**config.mk**
```make
export PLATFORM = sky130hd
export DESIGN_NAME = mmio_bus_decoder_flat
export DESIGN_NICKNAME = d
export VERILOG_FILES = /design/src/rtl/mmio_pkg.sv /design/src/rtl/mmio_bus_decoder_if.sv /design/src/rtl/mmio_region_match.sv /design/src/rtl/mmio_bus_decoder.sv /design/src/flat_wrapper.sv
export SDC_FILE = /design/constraint.sdc
export NUM_CORES = 1
export LEC_CHECK = 0
export ABC_AREA = 1
export CAP_MARGIN = 10
export CORE_UTILIZATION = 30
export CTS_CLUSTER_DIAMETER = 30
export CTS_CLUSTER_SIZE = 12
export DETAILED_ROUTE_END_ITERATION = 7
export PLACE_DENSITY = 0.6
export SLEW_MARGIN = 20
export SYNTH_ARGS = -nofsm -noshare
export SYNTH_HDL_FRONTEND = slang
export SYNTH_SLANG_ARGS = --single-unit
```
**constraint.sdc**
```tcl
create_clock -name clk -period 2.3 [get_ports clk]
set_clock_uncertainty 0.15 [all_clocks]
set_input_delay 0.345 -clock clk [delete_from_list [all_inputs] [get_ports clk]]
set_output_delay 0.345 -clock clk [all_outputs]
set_load 0.05 [all_outputs]
```
**src/rtl/mmio_pkg.sv**
```systemverilog
// Shared types and constants for the MMIO bus decoder: FSM encoding, wait-counter
// width and the region-index width helper.
package mmio_pkg;

  typedef enum logic [1:0] {
    IDLE   = 2'd0,
    ACCESS = 2'd1,
    RESP   = 2'd2,
    FAULT  = 2'd3
  } state_e;

  localparam int WAIT_W = 4;

  // A single region still needs a one-bit index so that every port stays sized.
  function automatic int idx_width(input int num_reg);
    return (num_reg > 1) ? $clog2(num_reg) : 1;
  endfunction

endpackage

```
**src/rtl/mmio_bus_decoder_if.sv**
```systemverilog
// CPU load/store handshake between the CPU state machine (master) and the
// MMIO decoder (slave).
interface mmio_bus_decoder_if #(
  parameter int ADDR_W = 16,
  parameter int DATA_W = 16
);

  logic              req;
  logic              we;
  logic [ADDR_W-1:0] adr;
  logic [DATA_W-1:0] wdata;
  logic              rdy;
  logic [DATA_W-1:0] rdata;
  logic              fault;

  modport master (
    output req, we, adr, wdata,
    input  rdy, rdata, fault
  );

  modport slave (
    input  req, we, adr, wdata,
    output rdy, rdata, fault
  );

endinterface

```
**src/rtl/mmio_region_match.sv**
```systemverilog
// Combinational priority range compare: finds the lowest-index region whose
// inclusive [base, limit] window contains adr, and flags writes to protected regions.
module mmio_region_match
  import mmio_pkg::*;
#(
  parameter int ADDR_W  = 16,
  parameter int NUM_REG = 4,
  parameter int IDX_W   = idx_width(NUM_REG)
) (
  input  logic [ADDR_W-1:0]         adr,
  input  logic [NUM_REG*ADDR_W-1:0] base,
  input  logic [NUM_REG*ADDR_W-1:0] limit,
  input  logic [NUM_REG-1:0]        ro,
  input  logic                      we,
  output logic                      hit,
  output logic [IDX_W-1:0]          index,
  output logic                      ro_violation
);

  // NOTE: every output gets a default before the loop, so no path leaves a
  // value unassigned and no latch is inferred.
  always_comb begin
    hit   = 1'b0;
    index = '0;
    // Scanning from the top down lets the lowest matching index overwrite the rest.
    for (int i = NUM_REG - 1; i >= 0; i--) begin
      if ((adr >= base[i*ADDR_W +: ADDR_W]) && (adr <= limit[i*ADDR_W +: ADDR_W])) begin
        hit   = 1'b1;
        index = IDX_W'(i);
      end
    end
    ro_violation = hit && we && ro[index];
  end

endmodule

```
**src/rtl/mmio_bus_decoder.sv**
```systemverilog
// Registered memory-map decoder and access sequencer between the CPU load/store
// port and the memory/peripheral devices, with wait states, write protection and fault capture.
module mmio_bus_decoder
  import mmio_pkg::*;
#(
  parameter int                          ADDR_W       = 16,
  parameter int                          DATA_W       = 16,
  parameter int                          NUM_REG      = 4,
  parameter logic [NUM_REG*ADDR_W-1:0]   REGION_BASE  = {16'hC100, 16'hC000, 16'hA000, 16'h0000},
  parameter logic [NUM_REG*ADDR_W-1:0]   REGION_LIMIT = {16'hC1FF, 16'hC0FF, 16'hBFFF, 16'h9FFF},
  parameter logic [NUM_REG*WAIT_W-1:0]   REGION_WAIT  = {4'd3, 4'd2, 4'd0, 4'd0},
  parameter logic [NUM_REG-1:0]          REGION_RO    = 4'b0001
) (
  input  logic                      clk,
  input  logic                      rst,
  mmio_bus_decoder_if.slave         cpu,
  output logic [NUM_REG-1:0]        sel,
  output logic [ADDR_W-1:0]         dev_adr,
  output logic                      dev_we,
  output logic [DATA_W-1:0]         dev_wdata,
  input  logic [NUM_REG*DATA_W-1:0] dev_rdata,
  output logic [ADDR_W-1:0]         fault_adr,
  output logic [7:0]                fault_cnt
);

  localparam int IDX_W = idx_width(NUM_REG);

  localparam logic [1:0] S_IDLE   = IDLE;
  localparam logic [1:0] S_ACCESS = ACCESS;
  localparam logic [1:0] S_RESP   = RESP;
  localparam logic [1:0] S_FAULT  = FAULT;

  logic [1:0]        state;
  logic [WAIT_W-1:0] wcnt;
  logic [IDX_W-1:0]  idx;
  logic              wr;
  logic [DATA_W-1:0] rdata_q;

  logic              hit;
  logic              ro_violation;
  logic [IDX_W-1:0]  hit_idx;
  logic              access_done;

  mmio_region_match #(
    .ADDR_W  (ADDR_W),
    .NUM_REG (NUM_REG),
    .IDX_W   (IDX_W)
  ) u_match (
    .adr          (cpu.adr),
    .base         (REGION_BASE),
    .limit        (REGION_LIMIT),
    .ro           (REGION_RO),
    .we           (cpu.we),
    .hit          (hit),
    .index        (hit_idx),
    .ro_violation (ro_violation)
  );

  assign access_done = (state == S_ACCESS) && (wcnt == '0);
  assign dev_we      = access_done && wr;

  assign cpu.rdy   = (state == S_RESP) || (state == S_FAULT);
  assign cpu.fault = (state == S_FAULT);
  assign cpu.rdata = rdata_q;

  always_comb begin
    sel = '0;
    if (state == S_ACCESS) begin
      for (int i = 0; i < NUM_REG; i++) begin
        sel[i] = (idx == IDX_W'(i));
      end
    end
  end

  // NOTE: all sequential state uses non-blocking assignments so every register
  // samples pre-edge values regardless of statement order.
  always_ff @(posedge clk) begin
    if (rst) begin
      state     <= S_IDLE;
      wcnt      <= '0;
      idx       <= '0;
      wr        <= 1'b0;
      rdata_q   <= '0;
      dev_adr   <= '0;
      dev_wdata <= '0;
      fault_adr <= '0;
      fault_cnt <= '0;
    end else begin
      case (state)
        S_IDLE: begin
          if (cpu.req) begin
            if (!hit || ro_violation) begin
              // Fault bookkeeping lands on entry so it is visible alongside the fault pulse.
              state     <= S_FAULT;
              rdata_q   <= '0;
              fault_adr <= cpu.adr;
              if (fault_cnt != 8'hFF) begin
                fault_cnt <= fault_cnt + 8'd1;
              end
            end else begin
              state     <= S_ACCESS;
              idx       <= hit_idx;
              wr        <= cpu.we;
              dev_adr   <= cpu.adr - REGION_BASE[hit_idx*ADDR_W +: ADDR_W];
              dev_wdata <= cpu.wdata;
              wcnt      <= REGION_WAIT[hit_idx*WAIT_W +: WAIT_W];
            end
          end
        end
        S_ACCESS: begin
          if (wcnt != '0) begin
            wcnt <= wcnt - WAIT_W'(1);
          end else begin
            if (!wr) begin
              rdata_q <= dev_rdata[idx*DATA_W +: DATA_W];
            end
            state <= S_RESP;
          end
        end
        S_RESP:  state <= S_IDLE;
        S_FAULT: state <= S_IDLE;
        default: state <= S_IDLE;
      endcase
    end
  end

endmodule

```
**src/flat_wrapper.sv**
```systemverilog
// flat-port wrapper written by rule: the top's interface ports become plain ports
module mmio_bus_decoder_flat import mmio_pkg::*;
#(
  parameter int                          ADDR_W       = 16,
  parameter int                          DATA_W       = 16,
  parameter int                          NUM_REG      = 4,
  parameter logic [NUM_REG*ADDR_W-1:0]   REGION_BASE  = {16'hC100, 16'hC000, 16'hA000, 16'h0000},
  parameter logic [NUM_REG*ADDR_W-1:0]   REGION_LIMIT = {16'hC1FF, 16'hC0FF, 16'hBFFF, 16'h9FFF},
  parameter logic [NUM_REG*WAIT_W-1:0]   REGION_WAIT  = {4'd3, 4'd2, 4'd0, 4'd0},
  parameter logic [NUM_REG-1:0]          REGION_RO    = 4'b0001
)
  (clk, rst, sel, dev_adr, dev_we, dev_wdata, dev_rdata, fault_adr, fault_cnt, cpu_req, cpu_we, cpu_adr, cpu_wdata, cpu_rdy, cpu_rdata, cpu_fault);
  mmio_bus_decoder_if #(.ADDR_W(ADDR_W), .DATA_W(DATA_W)) cpu_i ();
  input  logic clk;
  input  logic rst;
  output logic [NUM_REG-1:0] sel;
  output logic [ADDR_W-1:0] dev_adr;
  output logic dev_we;
  output logic [DATA_W-1:0] dev_wdata;
  input  logic [NUM_REG*DATA_W-1:0] dev_rdata;
  output logic [ADDR_W-1:0] fault_adr;
  output logic [7:0] fault_cnt;
  input wire logic [$bits(cpu_i.req)-1:0] cpu_req;
  input wire logic [$bits(cpu_i.we)-1:0] cpu_we;
  input wire logic [$bits(cpu_i.adr)-1:0] cpu_adr;
  input wire logic [$bits(cpu_i.wdata)-1:0] cpu_wdata;
  output wire logic [$bits(cpu_i.rdy)-1:0] cpu_rdy;
  output wire logic [$bits(cpu_i.rdata)-1:0] cpu_rdata;
  output wire logic [$bits(cpu_i.fault)-1:0] cpu_fault;
  assign cpu_i.req = cpu_req;
  assign cpu_i.we = cpu_we;
  assign cpu_i.adr = cpu_adr;
  assign cpu_i.wdata = cpu_wdata;
  assign cpu_rdy = cpu_i.rdy;
  assign cpu_rdata = cpu_i.rdata;
  assign cpu_fault = cpu_i.fault;
  mmio_bus_decoder #(.ADDR_W(ADDR_W), .DATA_W(DATA_W), .NUM_REG(NUM_REG), .REGION_BASE(REGION_BASE), .REGION_LIMIT(REGION_LIMIT), .REGION_WAIT(REGION_WAIT), .REGION_RO(REGION_RO)) u_core (.clk(clk), .rst(rst), .cpu(cpu_i), .sel(sel), .dev_adr(dev_adr), .dev_we(dev_we), .dev_wdata(dev_wdata), .dev_rdata(dev_rdata), .fault_adr(fault_adr), .fault_cnt(fault_cnt));
endmodule
```
==> flow_summary.json, run 1 <==
{
  "crit_chain": "clkdlybuf4s50_1, nand2_2, nor2_4, nand3_4, buf_6, ha_4, nand2_1, nor3_2, inv_1, nor2_2, nor2_1, nand2_1, nand2_1, nor2_1, nor2_1",
  "yosys_warnings": 0,
  "pre_cts_ws_ns": -0.376,
  "crit_type": "in2reg",
  "start_util_pct": 31.2,
  "vias": 4727,
  "crit_path_max_fanout": 4,
  "setup_viol": 0,
  "max-vdd-ir-drop_uv": 292,
  "drive_gt1_share_pct": 12.2,
  "multi_input_area_um2": 2280,
  "cts.root.buffer_cell": "clkbuf_16",
  "dr_wl_met2_um": 6150,
  "worstSkewPairLatency_ns": 0.34,
  "tightestPinTransition_ns": 0.710,
  "dieHeight_um": 120,
  "crit_slowest_cell": "clkdlybuf4s50_1",
  "syn_area_per_cell_um2": 6.73,
  "relSlewSlack_pct": 52.6,
  "fin_nets": 924,
  "crit_path_start_kind": "input port",
  "ys.flop_type": "dfxtp_1",
  "fill_cells": 1327,
  "die_area_um2": 14500,
  "die_w_um": 120,
  "min_period_ns": 2.22,
  "syn_inst": 624,
  "synthToLayoutAreaGrowth_pct": 61.5,
  "status": "complete, no violations",
  "timing.fmax_mhz": 451,
  "end_kind": "register",
  "utilization_pct": 50.4,
  "h-tree-depth": 3,
  "io_buffers": 178,
  "ys_seq_area_share_pct": 38.6,
  "routed-wl-met3_um": 1220,
  "arrival_ns": 2.30,
  "gr-total-overflow": 0,
  "cap_violations": 0,
  "synth_area_um2": 4200,
  "hpwlAfterDp_um": 9820,
  "antenna_found_initial": 0,
  "power.density_nw_per_um2": 649,
  "drtPass1Iterations": 5,
  "yosys.area.top_type": "dfxtp_1",
  "path_buf_inv": 3,
  "grt_pass1_wl_um": 21500,
  "yosysMostFrequentCell": "nand2_1",
  "grt_pass1_vias": 4459,
  "place.gp.congestion": 0.792,
  "slew_viol_final": 0,
  "clk_pin_slew_ns": 0.07,
  "via_per_inst": 4.73,
  "core_um2": 13500,
  "setup_ws_ns": 0.0815,
  "crit_required_ns": 2.38,
  "synthArstFlopShare_pct": 0,
  "min_path_type": "reg2reg",
  "antenna_cells": 0,
  "syn_nets": 730,
  "rrSetupSlack_ns": 0.43,
  "ff_latch_area_um2": 1620,
  "synth_edf_count": 0,
  "synth-seq-cells": 81,
  "synthTopCellsByArea": "dfxtp_1 (39%), nand2_1 (15%), nand3_1 (7.3%), nor2_1 (6.5%), nand4_1 (5.5%)",
  "postRouteAntennaNets": 0,
  "routed_wl_um": 13400,
  "hold_viol": 0,
  "drtIter0Drc": 158,
  "yosysTopAreaCellShare_pct": 38.6,
  "fin_area_um2": 6790,
  "wl_met1_um": 5920,
  "drc_errors": 0,
  "finalCritPeriodShare_pct": 96.5,
  "post_dp_cell_area_um2": 6440,
  "cts.sinks": 81,
  "drt-wirelength-per-cell_um": 13.4,
  "placementRows": 42,
  "synth_common_cells": "nand2_1 (170), dfxtp_1 (81), nor2_1 (73)",
  "numCtsBuffers": 9,
  "grt_max_degree": 43,
  "top_layer": "met4",
  "leakagePower_uw": 0.00273,
  "grt_use_total_pct": 18.5,
  "totalPowerFinal_uw": 4400,
  "cts_tree": "yes",
  "cpPeakStageDelay_ns": 0.50,
  "ys_types": 30,
  "clock_path_buffers": 2,
  "io_pins": 179,
  "crit_family": "simple AND/OR/NAND/NOR gates"
}
-- timing repair --
action                     in CTS  in global routing
pin swaps                       2                  4
gates resized for setup         2                 10
setup endpoints to repair       1                  7
cloned                          0                  0
hold buffers                    0                  0
setup buffers                   0                  0
-- power breakdown --
part	internal (uW)	switching, uW
clock	753	642
sequential	1520	62.5
combinational	567	861
total	2840	1570
-- metrics by stage --
stage / hold WS, ns / TNS, ns / cells
floorplan: 0.304 / -0.386 / 624
global placement: 0.301 / -1.66 / 983
detailed placement: 0.307 / -2.02 / 983
CTS: 0.320 / 0 / 999
global route: 0.318 / -0.0210 / 999
finish: 0.315 / 0 / 999
-- worst register-to-register path, stage by stage, from the launching register on --
cell	delay [ns]
dfxtp_1	0.33
clkinv_1	0.17
nor2_2	0.60
nand2_1	0.13
nand4_1	0.12
nand2_1	0.06
nand4_1	0.10
nand2_1	0.08
nor2_1	0.08
-- registers in the layout, summed over array words and instances, names as in the netlist --
register and cells:
u_core.cpu.rdata 16, u_core.dev_adr 16, u_core.dev_wdata 16, u_core.fault_adr 16
u_core.fault_cnt 8, u_core.wcnt 4, u_core.idx 2, u_core.state 2
u_core.wr 1
-- cell usage in the layout, fill, tap and decap left out, types with 3 or more instances in the layout --
cell type	netlist	routed
clkdlybuf4s50_1	0	171
nand2_1	170	169
dfxtp_1	81	81
nor2_1	73	71
nand3_1	61	59
a21oi_1	45	45
inv_1	41	41
nand4_1	37	37
buf_4	1	37
o21ai_0	25	25
inv_2	10	10
clkbuf_16	0	9
buf_12	0	8
nor2_2	5	5
nand3_4	5	5
xnor2_1	5	5
nor3_2	0	4
ha_1	6	4
nand3_2	1	3
nand3b_1	3	3
clkinv_1	3	3
nand2_4	3	3
xor2_1	3	3
inv_6	0	3
-- final timing paths --
path / start / end / cells after the start
max: cpu_adr[14] / u_core.dev_adr[15] / 15
min: u_core.dev_wdata[13] / u_core.dev_wdata[13] / 2
max reg2reg: u_core.idx[1] / u_core.cpu.rdata[0] / 8
min reg2reg: u_core.dev_wdata[13] / u_core.dev_wdata[13] / 2
-- layer usage --
layer / GRT usage [%] / vias to the layer above
met5: 0 / -
met4: 5.25 / 0
met3: 5.71 / 10
met2: 32.0 / 171
met1: 22.0 / 2122
li1: - / 2424
-- layout make-up --
cell class | count | area share (%)
multi-input cells | 454 | 33.6
repair buffers | 218 | 32.0
flip-flops and latches | 81 | 23.9
clock buffers | 9 | 3.32
well taps | 176 | 3.24
inverters | 54 | 2.99
clock inverters | 7 | 0.903
-- cell families (layout without fill, tap and decap cells) --
group | after synthesis | in the layout | synth area share (%)
AO/OA/AOI/OAI | 73 | 73 | 9.08
XOR/XNOR | 8 | 8 | 1.67
adder cells (fa/ha/maj) | 6 | 6 | 1.79
buffers and inverters | 89 | 288 | 8.82
flip-flops | 81 | 81 | 38.6
AND/OR/NAND/NOR | 367 | 367 | 40.1
No activity file was read; power rests on OpenSTA's default activity.
==> run 2: changes to the inputs <==
--- a/config.mk
+++ b/config.mk
@@ -5,13 +5,12 @@
 export SDC_FILE = /design/constraint.sdc
 export NUM_CORES = 1
 export LEC_CHECK = 0
-export ABC_AREA = 1
 export CAP_MARGIN = 10
 export CORE_UTILIZATION = 30
 export CTS_CLUSTER_DIAMETER = 30
 export CTS_CLUSTER_SIZE = 12
 export DETAILED_ROUTE_END_ITERATION = 7
-export PLACE_DENSITY = 0.6
+export PLACE_DENSITY = 0.61
 export SLEW_MARGIN = 20
 export SYNTH_ARGS = -nofsm -noshare
 export SYNTH_HDL_FRONTEND = slang
==> run 2 against run 1 <==
  * Synthesized cell count fell by 27%
  * Sequential power barely moved
  * Maximum frequency fell by 0.78%
  * Area after synthesis fell by 3.3%
  * Combinational power rose by 3%
  * Register-to-register slack got worse by 0.25 ns
  * Wire length fell by 0.34%
  * Critical path type unchanged
  * Critical endpoint unchanged
  * Largest cell class unchanged
  * Highest routed layer unchanged
==> flow_summary.json, run 2 <==
{
  "status": "complete, no violations",
  "postRouteAntennaNets": 0,
  "tightestPinTransition_ns": 1.08,
  "crit_path_start_kind": "input port",
  "grt_max_degree": 53,
  "synth-seq-cells": 81,
  "swShare_pct": 34.0,
  "cpPeakStageDelay_ns": 0.56,
  "grt_use_total_pct": 19.1,
  "power.density_nw_per_um2": 648,
  "h-tree-depth": 3,
  "yosysTopAreaCellShare_pct": 39.9,
  "drtPass1Iterations": 5,
  "clock_path_buffers": 2,
  "slew_viol_final": 0,
  "via_per_inst": 5.18,
  "seqPwrFrac_pct": 35.7,
  "syn_area_per_cell_um2": 8.89,
  "p_int_uw": 2910,
  "relSlewSlack_pct": 28.2,
  "vias": 4355,
  "mostFrequentLayoutCell": "clkdlybuf4s50_1",
  "crit_chain": "buf_6, or4_4, nor2_4, nand2_2, ha_4, or4_4, o22ai_4, xor2_1, a211oi_1",
  "synth_edf_count": 0,
  "die_w_um": 118,
  "synthToLayoutAreaGrowth_pct": 67.6,
  "antenna_found_initial": 1,
  "yosys_warnings": 0,
  "synthTopCellsByArea": "dfxtp_1 (40%), mux4_2 (8.9%), a21oi_1 (7.4%), o21ai_0 (6.3%), nand3_1 (5.2%)",
  "cts.root.buffer_cell": "clkbuf_16",
  "io_pins": 179,
  "cap_violations": 0,
  "setup_viol": 0,
  "timing.fmax_mhz": 447,
  "cts_tree": "yes",
  "post_dp_cell_area_um2": 6430,
  "core_um2": 13200,
  "end_kind": "register",
  "grt_pass1_wl_um": 21500,
  "hold_viol": 0,
  "crit_required_ns": 2.41,
  "ys_seq_area_share_pct": 39.9,
  "synth_area_um2": 4060,
  "fin_nets": 765,
  "place.gp.congestion": 0.779,
  "yosys.area.top_type": "dfxtp_1",
  "crit_slowest_cell": "or4_4",
  "drc_errors": 0,
  "ys_types": 51,
  "io_buffers": 178,
  "leakagePower_uw": 0.00237,
  "routed_wl_um": 13400,
  "min_path_type": "in2reg",
  "drtIter0Drc": 241,
  "placementRows": 42,
  "yosysMostFrequentCell": "dfxtp_1",
  "synth_common_cells": "dfxtp_1 (81), a21oi_1 (60), o21ai_0 (51)",
  "syn_inst": 457,
  "hpwlAfterDp_um": 9670,
  "fin_area_um2": 6810,
  "p_switching_uw": 1500,
  "gr-total-overflow": 0,
  "synthArstFlopShare_pct": 0,
  "drive_gt1_share_pct": 17.6,
  "die_area_um2": 14000,
  "pwr-share-clk_pct": 31.1,
  "arrival_ns": 2.35,
  "crit_top_cell": "or4_4",
  "clk_pin_slew_ns": 0.06,
  "drt-wirelength-per-cell_um": 15.9,
  "max-vdd-ir-drop_uv": 352,
  "layout_common_cells": "clkdlybuf4s50_1 (164), dfxtp_1 (81), a21oi_1 (60)",
  "worstSkewPairLatency_ns": 0.34,
  "start_util_pct": 30.7,
  "ys.flop_type": "dfxtp_1",
  "min_period_ns": 2.24,
  "crit_type": "in2reg",
  "syn_nets": 563,
  "numCtsBuffers": 9,
  "p_comb_share_pct": 33.2,
  "cts.sinks": 81,
  "grt_pass1_vias": 4169,
  "dieHeight_um": 118,
  "totalPowerFinal_uw": 4410,
  "crit_path_max_fanout": 5,
  "finalCritPeriodShare_pct": 97.2
}
==> run 2: changes by cell type in the layout (fill, tap and decap cells not counted), moves of 7 or more <==
cell,previous run,this run
a21oi_1,45,60
clkdlybuf4s50_1,171,164
nand2_1,169,24
a211oi_1,0,7
mux4_2,0,16
nand2b_1,0,19
buf_4,37,54
nor2_1,71,11
inv_2,10,0
inv_1,41,5
nand4_1,37,4
mux2i_1,0,16
o21ai_0,25,51
nand3_1,59,42
==> run 2: metal layers <==
layer | vias up | wire length (um) | share of wire (%) | global-route usage [%]
met2 | 152 | 6250 | 47 | 31.2
met3 | 29 | 818 | 6.1 | 4.54
met5 | - | 0 | 0 | 0
li1 | 2100 | - | - | -
met4 | 0 | 367 | 2.7 | 8.07
met1 | 2074 | 5940 | 44 | 24.1
==> run 2: layout make-up <==
class	instances	area, um2
Inverter	5	18.8
Tap cell	176	220
Clock buffer	11	243
Fill cell	1252	6430
Timing Repair Buffer	236	2320
Antenna cell	1	2.50
Sequential cell	81	1620
Multi-Input combinational cell	326	2350
Clock inverter	5	40.0
==> run 2: kinds of logic after synthesis <==
| kind of cell | after synthesis | synth area share, % |
|---|---|---|
| flops | 81 | 39.9 |
| buf+inv | 50 | 5.30 |
| fa+ha+maj | 6 | 1.85 |
| mux | 33 | 13.1 |
| compound gates | 147 | 21.2 |
| simple gates | 137 | 18.1 |
| xor+xnor | 3 | 0.647 |
==> run 2: through the flow <==
step | util [%] | TNS [ns] | setup WS [ns] | cells | hold WS (ns)
global placement | 48.6 | -20.86 | -0.631 | 815 | 0.309
floorplan | - | -1.70 | -0.313 | 457 | 0.312
finish | 51.4 | 0 | 0.0642 | 841 | 0.210
CTS | 51.2 | 0 | 0.000851 | 839 | 0.190
detailed placement | 48.6 | -22.42 | -0.688 | 815 | 0.316
global route | 51.4 | -0.00168 | -0.00168 | 841 | 0.207
==> run 2: final timing paths <==
kind              slack (ns)                   end  cells after the start                start
setup / recovery        0.06    u_core.dev_adr[15]                      9           cpu_adr[9]
hold reg to reg         0.33   u_core.cpu.rdata[2]                      2  u_core.cpu.rdata[2]
hold / removal          0.21             u_core.wr                      2                  rst
setup reg to reg        0.18  u_core.cpu.rdata[12]                      3      u_core.state[0]
==> run 2: power by group through the flow <==
stage / Clock [uW] / Combinational [uW] / Sequential (uW)
5_1_grt: 1470 / 1560 / 1590
3_3_place_gp: 0 / 1440 / 1600
4_1_cts: 1410 / 1470 / 1570
3_5_place_dp: 0 / 1460 / 1600
2_1_floorplan: 0 / 596 / 1850
6_report: 1370 / 1470 / 1570
==> run 2: repair_timing <==
action | in CTS | in global routing
hold buffers | 0 | 0
setup buffers | 8 | 1
pin swaps | 10 | 5
setup endpoints to repair | 8 | 6
gates resized for setup | 15 | 7
==> run 2: critical path, delay by kind of cell <==
family | cells | cell delay, ns
AOI/OAI and AO/OA | 2 | 0.31
xor gates and xnor gates | 1 | 0.09
adders and majority gates | 1 | 0.23
buffers and inverters | 1 | 0.09
and+or+nand+nor | 4 | 1.27
